===== src/rtl/bus_pkg.sv =====
// Shared constants for the 2-master / 3-slave system bus arbiter.
package bus_pkg;

    // Encodings driven onto the bus multiplexer's master select
    localparam logic [1:0] GRANT_NONE = 2'd0;
    localparam logic [1:0] GRANT_M1   = 2'd1;
    localparam logic [1:0] GRANT_M2   = 2'd2;

    // Slave ids as carried on mX_slave_id and slave_sel; 0 means no slave
    localparam logic [1:0] SLAVE_NONE = 2'd0;
    localparam logic [1:0] SLAVE_S1   = 2'd1;
    localparam logic [1:0] SLAVE_S2   = 2'd2;
    localparam logic [1:0] SLAVE_S3   = 2'd3;

    // Arbiter FSM state encoding
    localparam logic [1:0] ST_IDLE   = 2'd0;
    localparam logic [1:0] ST_GNT_M1 = 2'd1;
    localparam logic [1:0] ST_GNT_M2 = 2'd2;
    localparam logic [1:0] ST_TURN   = 2'd3;

    // A slave id of 0 can never be granted
    function automatic logic slave_id_valid(input logic [1:0] id);
        return id != SLAVE_NONE;
    endfunction

endpackage


===== src/rtl/bus_arbiter_tenure_timer.sv =====
// Tenure length counter: cleared while no tenure runs, counts every cycle of a
// tenure and flags the last permitted cycle (count == TIMEOUT-1).
module tenure_timer #(
    parameter int TIMEOUT = 256,
    parameter int CNT_W   = 16
) (
    input  logic clk,
    input  logic rst,
    input  logic clear,
    input  logic enable,
    output logic terminal
);

    localparam logic [CNT_W-1:0] TC_VALUE = CNT_W'(TIMEOUT - 1);

    logic [CNT_W-1:0] count_d;
    logic [CNT_W-1:0] count_q;

    // Next count: clear has priority so every tenure starts from zero
    always_comb begin
        count_d = count_q;
        if (clear) begin
            count_d = '0;
        end else if (enable) begin
            count_d = count_q + CNT_W'(1);
        end
    end

    // Counter register with synchronous active-low reset
    always_ff @(posedge clk) begin
        if (!rst) begin
            count_q <= '0;
        end else begin
            count_q <= count_d;
        end
    end

    assign terminal = (count_q == TC_VALUE);

endmodule


===== src/rtl/bus_arbiter.sv =====
// Two-master round-robin bus arbiter with one turnaround cycle between tenures
// and a tenure timeout that locks out a master until it drops its request.
module bus_arbiter
    import bus_pkg::*;
#(
    parameter int TIMEOUT = 256,
    parameter int CNT_W   = 16
) (
    input  logic       clk,
    input  logic       rst,
    input  logic       m1_request,
    input  logic [1:0] m1_slave_id,
    input  logic       m2_request,
    input  logic [1:0] m2_slave_id,
    output logic [1:0] bus_grant,
    output logic [1:0] slave_sel,
    output logic       m1_grant,
    output logic       m2_grant,
    output logic       m1_timeout,
    output logic       m2_timeout,
    output logic       bus_busy
);

    logic [1:0] state_d, state_q;
    logic [1:0] last_owner_d, last_owner_q;
    logic       m1_lock_d, m1_lock_q;
    logic       m2_lock_d, m2_lock_q;
    logic [1:0] bus_grant_d, bus_grant_q;
    logic [1:0] slave_sel_d, slave_sel_q;
    logic       m1_grant_d, m1_grant_q;
    logic       m2_grant_d, m2_grant_q;
    logic       m1_timeout_d, m1_timeout_q;
    logic       m2_timeout_d, m2_timeout_q;
    logic       bus_busy_d, bus_busy_q;

    logic m1_eligible;
    logic m2_eligible;
    logic tenure_stays;
    logic timer_terminal;

    assign m1_eligible = m1_request && slave_id_valid(m1_slave_id) && !m1_lock_q;
    assign m2_eligible = m2_request && slave_id_valid(m2_slave_id) && !m2_lock_q;

    // The timer only keeps counting while the same tenure continues
    assign tenure_stays = ((state_q == ST_GNT_M1) || (state_q == ST_GNT_M2))
                          && (state_d == state_q);

    tenure_timer #(
        .TIMEOUT (TIMEOUT),
        .CNT_W   (CNT_W)
    ) u_tenure_timer (
        .clk      (clk),
        .rst      (rst),
        .clear    (!tenure_stays),
        .enable   (tenure_stays),
        .terminal (timer_terminal)
    );

    // FSM transitions, round-robin pick, timeout detection and lock bookkeeping
    always_comb begin
        state_d      = state_q;
        last_owner_d = last_owner_q;
        m1_lock_d    = m1_lock_q && m1_request;
        m2_lock_d    = m2_lock_q && m2_request;
        m1_timeout_d = 1'b0;
        m2_timeout_d = 1'b0;
        case (state_q)
            ST_IDLE: begin
                if (m1_eligible && (!m2_eligible || last_owner_q == GRANT_M2)) begin
                    state_d      = ST_GNT_M1;
                    last_owner_d = GRANT_M1;
                end else if (m2_eligible) begin
                    state_d      = ST_GNT_M2;
                    last_owner_d = GRANT_M2;
                end
            end
            ST_GNT_M1: begin
                if (!m1_request) begin
                    state_d = ST_TURN;
                end else if (timer_terminal) begin
                    state_d      = ST_TURN;
                    m1_timeout_d = 1'b1;
                    m1_lock_d    = 1'b1;
                end
            end
            ST_GNT_M2: begin
                if (!m2_request) begin
                    state_d = ST_TURN;
                end else if (timer_terminal) begin
                    state_d      = ST_TURN;
                    m2_timeout_d = 1'b1;
                    m2_lock_d    = 1'b1;
                end
            end
            ST_TURN: begin
                state_d = ST_IDLE;
            end
            default: begin
                state_d = ST_IDLE;
            end
        endcase
    end

    // Output values for the state being entered; slave_sel latches on tenure entry
    always_comb begin
        bus_grant_d = GRANT_NONE;
        slave_sel_d = SLAVE_NONE;
        m1_grant_d  = 1'b0;
        m2_grant_d  = 1'b0;
        bus_busy_d  = (state_d != ST_IDLE);
        case (state_d)
            ST_GNT_M1: begin
                bus_grant_d = GRANT_M1;
                m1_grant_d  = 1'b1;
                slave_sel_d = (state_q == ST_GNT_M1) ? slave_sel_q : m1_slave_id;
            end
            ST_GNT_M2: begin
                bus_grant_d = GRANT_M2;
                m2_grant_d  = 1'b1;
                slave_sel_d = (state_q == ST_GNT_M2) ? slave_sel_q : m2_slave_id;
            end
            default: begin
                bus_grant_d = GRANT_NONE;
            end
        endcase
    end

    // State and registered outputs; reset aborts any tenure without a timeout pulse
    always_ff @(posedge clk) begin
        if (!rst) begin
            state_q      <= ST_IDLE;
            last_owner_q <= GRANT_M2;
            m1_lock_q    <= 1'b0;
            m2_lock_q    <= 1'b0;
            bus_grant_q  <= GRANT_NONE;
            slave_sel_q  <= SLAVE_NONE;
            m1_grant_q   <= 1'b0;
            m2_grant_q   <= 1'b0;
            m1_timeout_q <= 1'b0;
            m2_timeout_q <= 1'b0;
            bus_busy_q   <= 1'b0;
        end else begin
            state_q      <= state_d;
            last_owner_q <= last_owner_d;
            m1_lock_q    <= m1_lock_d;
            m2_lock_q    <= m2_lock_d;
            bus_grant_q  <= bus_grant_d;
            slave_sel_q  <= slave_sel_d;
            m1_grant_q   <= m1_grant_d;
            m2_grant_q   <= m2_grant_d;
            m1_timeout_q <= m1_timeout_d;
            m2_timeout_q <= m2_timeout_d;
            bus_busy_q   <= bus_busy_d;
        end
    end

    assign bus_grant  = bus_grant_q;
    assign slave_sel  = slave_sel_q;
    assign m1_grant   = m1_grant_q;
    assign m2_grant   = m2_grant_q;
    assign m1_timeout = m1_timeout_q;
    assign m2_timeout = m2_timeout_q;
    assign bus_busy   = bus_busy_q;

endmodule


===== config.mk =====
export PLATFORM = sky130hd
export DESIGN_NAME = bus_arbiter
export DESIGN_NICKNAME = d
export VERILOG_FILES = /design/src/rtl/bus_pkg.sv /design/src/rtl/bus_arbiter_tenure_timer.sv /design/src/rtl/bus_arbiter.sv
export SDC_FILE = /design/constraint.sdc
export NUM_CORES = 1
export LEC_CHECK = 0
export CORE_MARGIN = 5
export CORE_UTILIZATION = 30
export CTS_CLUSTER_DIAMETER = 30
export DETAILED_ROUTE_END_ITERATION = 16
export SLEW_MARGIN = 20
export SYNTH_ARGS = -nofsm -noshare
export SYNTH_HDL_FRONTEND = slang
export SYNTH_HIERARCHICAL = 1
export SYNTH_SLANG_ARGS = --single-unit

===== constraint.sdc =====
create_clock -name clk -period 9.8 [get_ports clk]
set_input_delay 0.98 -clock clk [delete_from_list [all_inputs] [get_ports clk]]
set_output_delay 0.98 -clock clk [all_outputs]
set_load 0.01 [all_outputs]

Word level (Yosys, flattened, before mapping)
Index checks and enable logic that the tools add are counted.
Widths: inputs -> output; s select.
Storage, ports and cells
  register bits: 31
  bits of input ports: 8
  output and inout port bits: 9
  word-level logic and storage cells: 67
Operators by class
  add/sub/neg operators: 1
  equality and inequality tests: 10
  multiplexer cells: 21
  reductions and logical operators: 23
Operators with widths (number)
  $mux 2: 9
  $add 16x1->16 const B: 1
  $eq 16x8->1 const B: 1
  $mux 1: 9
  $eq 2x2->1 const B: 4
  $logic_and 1x1->1: 8
  $pmux 2 s2: 2
  $pmux 2 s4: 1
  $reduce_bool 2->1: 4
  $reduce_and 2->1: 3
  $reduce_and 3->1: 2
  $eq 2x1->1 const B: 2
  $ne 2x2->1 const B: 2
  $logic_not 1->1: 3
  $eq 2x2->1: 1
  $logic_not 2->1: 1
  $logic_or 1x1->1: 2

Logic depth before layout (Yosys ltp)
  depth after elaboration: 11
  mapped depth: 15
  gate-level depth less buffers: 14

Hierarchy
The synthesis kept the hierarchy.
By module, submodules not included
  tenure_timer: times used 1, cells each 84, area each 748.2 µm², seq. area each 320.3 µm²
  bus_arbiter: times used 1, cells each 76, area each 734.5 µm², seq. area each 280.3 µm²

Worst setup path after synthesis
Ideal clock, no wire load.
  kind: input to register
  start point: input port m1_slave_id[1]
  end point: register u_tenure_timer.count_q[15]
  library setup time: 70 ps
  data arrival time: 3205 ps
  data required time: 9730 ps
  setup slack: 6525 ps
  stages: 11
  path buffers: 1
  cell sequence: or2_0 and2_1 o221a_4 nor2_2 xnor2_1 and3_1 and4_1 buf_2 nand3_1 or4_1 a21oi_1
On the way
  word-level cells in the longest chain between the ends: 9
RTL lines
  start, declared: RTL line bus_arbiter.sv:12  | input logic [1:0] m1_slave_id,
  $reduce_bool 2->1: RTL line bus_pkg.sv:23  | return id != SLAVE_NONE;
  $logic_and 1x1->1 (2 in series): RTL line bus_arbiter.sv:41  | assign m1_eligible = m1_request && slave_id_valid(m1_slave_id) && !m1_lock_q;
  $logic_and 1x1->1: RTL line bus_arbiter.sv:69  | if (m1_eligible && (!m2_eligible || last_owner_q == GRANT_M2)) begin
  $mux 2: RTL line bus_arbiter.sv:69
  $pmux 2 s4: RTL line bus_arbiter.sv:67  | case (state_q)
  $eq 2x2->1: RTL line bus_arbiter.sv:46  | && (state_d == state_q);
  $logic_and 1x1->1: RTL line bus_arbiter.sv:46
  via tenure_stays: RTL line bus_arbiter.sv:38  | logic tenure_stays;
  $reduce_and 2->1 (no source line)
  end signal, assigned: RTL line bus_arbiter_tenure_timer.sv:34  | count_q <= count_d;
  end, declared: RTL line bus_arbiter_tenure_timer.sv:17  | logic [CNT_W-1:0] count_q;
The timed path passes the listed nets, and every way through them passes these cells.
A chain may end at the register's enable or synchronous reset.

Worst setup path in the final report
  start point: input port m2_request
  end point: register u_tenure_timer.count_q[13]
On the way
  word-level cells in the longest chain between the ends: 10
  elaborated cells on any way between the ends: 12
  classes of those cells: eq/ne: 1; mux: 4; reduce/logical: 7
RTL lines
  start, declared: RTL line bus_arbiter.sv:13  | input logic m2_request,
  $logic_and 1x1->1 (2 in series): RTL line bus_arbiter.sv:42  | assign m2_eligible = m2_request && slave_id_valid(m2_slave_id) && !m2_lock_q;
  $logic_not 1->1: RTL line bus_arbiter.sv:69
  $logic_or 1x1->1: RTL line bus_arbiter.sv:69
  $logic_and 1x1->1: RTL line bus_arbiter.sv:69
  $mux 2: RTL line bus_arbiter.sv:69
  $pmux 2 s4 (*): RTL line bus_arbiter.sv:67
  $eq 2x2->1 (*): RTL line bus_arbiter.sv:46
  $logic_and 1x1->1 (*): RTL line bus_arbiter.sv:46
  via tenure_stays: RTL line bus_arbiter.sv:38
  $reduce_and 2->1 (no source line) (*)
The timed path passes the listed nets; every way through them passes the cells marked *.

==> flow_summary.yaml <==
run_status:
  outcome: "completed"
synthesis:
  ys_ff_latch: 30
  ys_types: 45
  synthesis.nets: 173
  synthTopCellsByArea: "dfxtp_1 41%, nor2_1 5.6%, xor2_1 4.7%"
  yosysWarnings: 6
  synthesis.instances: 160
  synth_top_area_share: 0.405
  synth_edf_count: 0
  ys.flop_type: "dfxtp_1"
  yosysTopAreaCell: "dfxtp_1"
  syn-cell-area_mm2: 0.00148
  synth_area_per_cell_um2: 9.27
  synth-seq-area-share: 0.405
  ys_async_sr_fraction: 0
worst_setup_path:
  cp-end-kind: "register"
  required_ps: 9990
  worstSetupPathType: "in -> reg"
  worst-path-max-fanout: 6
  ff2ff_path_depth: 14
  start_kind: "primary input"
  cp.arrival_ps: 4020
cells_and_area:
  final_net_count: 190
  num_antenna_cells: 0
  drive_above_1_share: 0.118
  fin_util: 0.377
  stdcell_area_mm2: 0.00179
  synthToLayoutAreaGrowth_pct: 20.9
grt:
  grtUsageTotal: 0.0974
  grt_pass1_vias: 1127
  grt_use_met1: 0.118
  antenna_found_initial: 0
  grt_max_degree: 17
  grt_use_met3: 0.0303
  grtUsageMet2: 0.156
  grt-ovfl-total: 0
  busiest_layer: "met2"
  grt_first_pass_wirelength_mm: 4.97
route:
  totalWireLength_mm: 2.71
  vias_per_cell: 4.70
  dr.first_iter.drc_count: 71
  postRouteAntennaNets: 0
  drc_errors: 0
  drt_pass1_iterations: 4
  post_drt_wl_per_cell_um: 11.1
  routed-via-count: 1151
timing:
  period_needed_ps: 3830
  drv_slew: 0
  rsz0062_at_grt: "false"
  worst_pin_slew_ps: 611
  max_freq_ghz: 0.261
  clock-skew-final_ps: 4.71
  finalHoldViolations: 0
  post-route-period-util: 0.391
  setup_viol: 0
  max_slew_margin: 0.590
  setup_tns_ps: 0
clock_tree:
  tritoncts: "yes"
  cts-buffers-inserted: 5
  postCtsSetupRepairBufs: 0
  clk_latency_ps: 280
  cts_sinks: 30
  post_cts_resized: 0
  cts_buffer_depth: 2
  clk_pin_slew_ps: 60
  root_buffer: "clkbuf_8"
  holdBufCountCts: 0
  htree_levels: 2
die:
  initial_utilization: 0.312
  dieArea_mm2: 0.00645
  die_x_um: 80.3
  rows: 25
  core-area_mm2: 0.00475
  die_h_um: 80.3
  io_pins: 17
placement:
  dpl_cell_area_mm2: 0.00168
  gp_congestion: 0.786
  port-buffer-count: 16
  hpwl_mm: 2.00
power_and_ir_drop:
  finalPower_mw: 0.460
  p_leak_nw: 0.653
  ir_drop_mv: 0.0816
  powerDensity_mw_per_mm2: 257
hold_path:
  holdPathStages: 1
  hold_class: "reg -> reg"
job:
  max_cap_viol_count: 0
## where the power goes
group	switching [mW]	internal, mW	total (mW)
clock	0.0436	0.0746	0.118
sequential	0.0119	0.139	0.151
combinational	0.102	0.0886	0.191
total	0.158	0.303	0.460
## flip-flops by register name, summed over array words and instances (netlist names)
name	flops
u_tenure_timer/count_q	16
bus_grant	2
last_owner_q	2
slave_sel	2
state_q	2
bus_busy	1
m1_grant	1
m1_lock_q	1
m1_timeout	1
m2_lock_q	1
m2_timeout	1
## synth_stat cells (2+ instances only)
cell type,count
nor4_1,3
ha_1,5
xnor2_1,5
o221a_2,2
a31o_2,2
or4_1,2
xor2_1,8
inv_1,6
o221a_1,2
and4_1,5
dfxtp_1,30
nand2b_1,2
clkbuf_1,2
buf_6,2
o31ai_1,2
mux2i_1,2
nor3_1,2
or3_1,2
nand4_1,4
nand2_1,11
o21ai_0,4
nand3_1,6
and3_1,3
a21oi_1,6
nor2_1,22
## cell type report
| class | instances | area [um2] |
|---|---|---|
| multi-input combinational | 118 | 817 |
| timing repair buffer | 16 | 160 |
| inverter | 6 | 22.5 |
| tap | 67 | 83.8 |
| fill | 498 | 2960 |
| clock buffer | 5 | 68.8 |
| clock inverter | 3 | 40.0 |
| sequential | 30 | 601 |
## through the flow
step           setup slack [ps]  hold slack [ps]  std cells
2_1_floorplan              6530              453        160
3_3_place_gp               5800              467        237
3_5_place_dp               5710              473        237
4_1_cts                    5970              489        245
6_report                   5970              485        245
5_1_grt                    5780              521        245
## worst paths after layout
check | end | slack [ps] | start
setup / recovery | u_tenure_timer/count_q[13] | 5970 | m2_request
hold / removal | m1_lock_q | 480 | m1_lock_q
setup reg to reg | u_tenure_timer/count_q[13] | 6260 | u_tenure_timer/count_q[0]
hold reg to reg | m1_lock_q | 480 | m1_lock_q
## per-layer routing
layer | share of wire | vias to the layer above | wire length (um)
met2 | 0.45 | 22 | 1220
met1 | 0.48 | 522 | 1310
met3 | 0.048 | 4 | 129
met5 | 0 | - | 0
li1 | - | 603 | -
met4 | 0.020 | 0 | 55
## critical path: stages
cell and delay, ps:
clkdlybuf4s50_1 510, nand2b_1 120, or2_4 280, o221a_4 310, nor2_2 200, xnor2_1 170
and3_1 300, and4_1 330, nand3_1 210, or4_1 440, a21oi_1 180
## cells in the final DEF (no fill, tap or decap), types with 2 or more instances in the layout
master and n:
dfxtp_1 30, nor2_1 22, clkdlybuf4s50_1 16, nand2_1 11, xor2_1 8, inv_1 6, nand3_1 6, a21oi_1 6
xnor2_1 5, and4_1 5, ha_1 5, clkbuf_8 5, o21ai_0 4, nand4_1 4, and3_1 3, nor4_1 3
nand2b_1 2, nor3_1 2, o221a_2 2, o221a_1 2, mux2i_1 2, a31o_2 2, clkinv_2 2, or3_1 2
o31ai_1 2, or4_1 2
## cells by family after synthesis
group | Yosys count | share of synthesized area
xor+xnor | 13 | 0.0768
buf+inv | 12 | 0.0439
simple gates | 72 | 0.275
mux | 2 | 0.0135
fa+ha+maj | 5 | 0.0422
flops | 30 | 0.405
compound gates | 26 | 0.143
(Power assumes the default switching activity.)
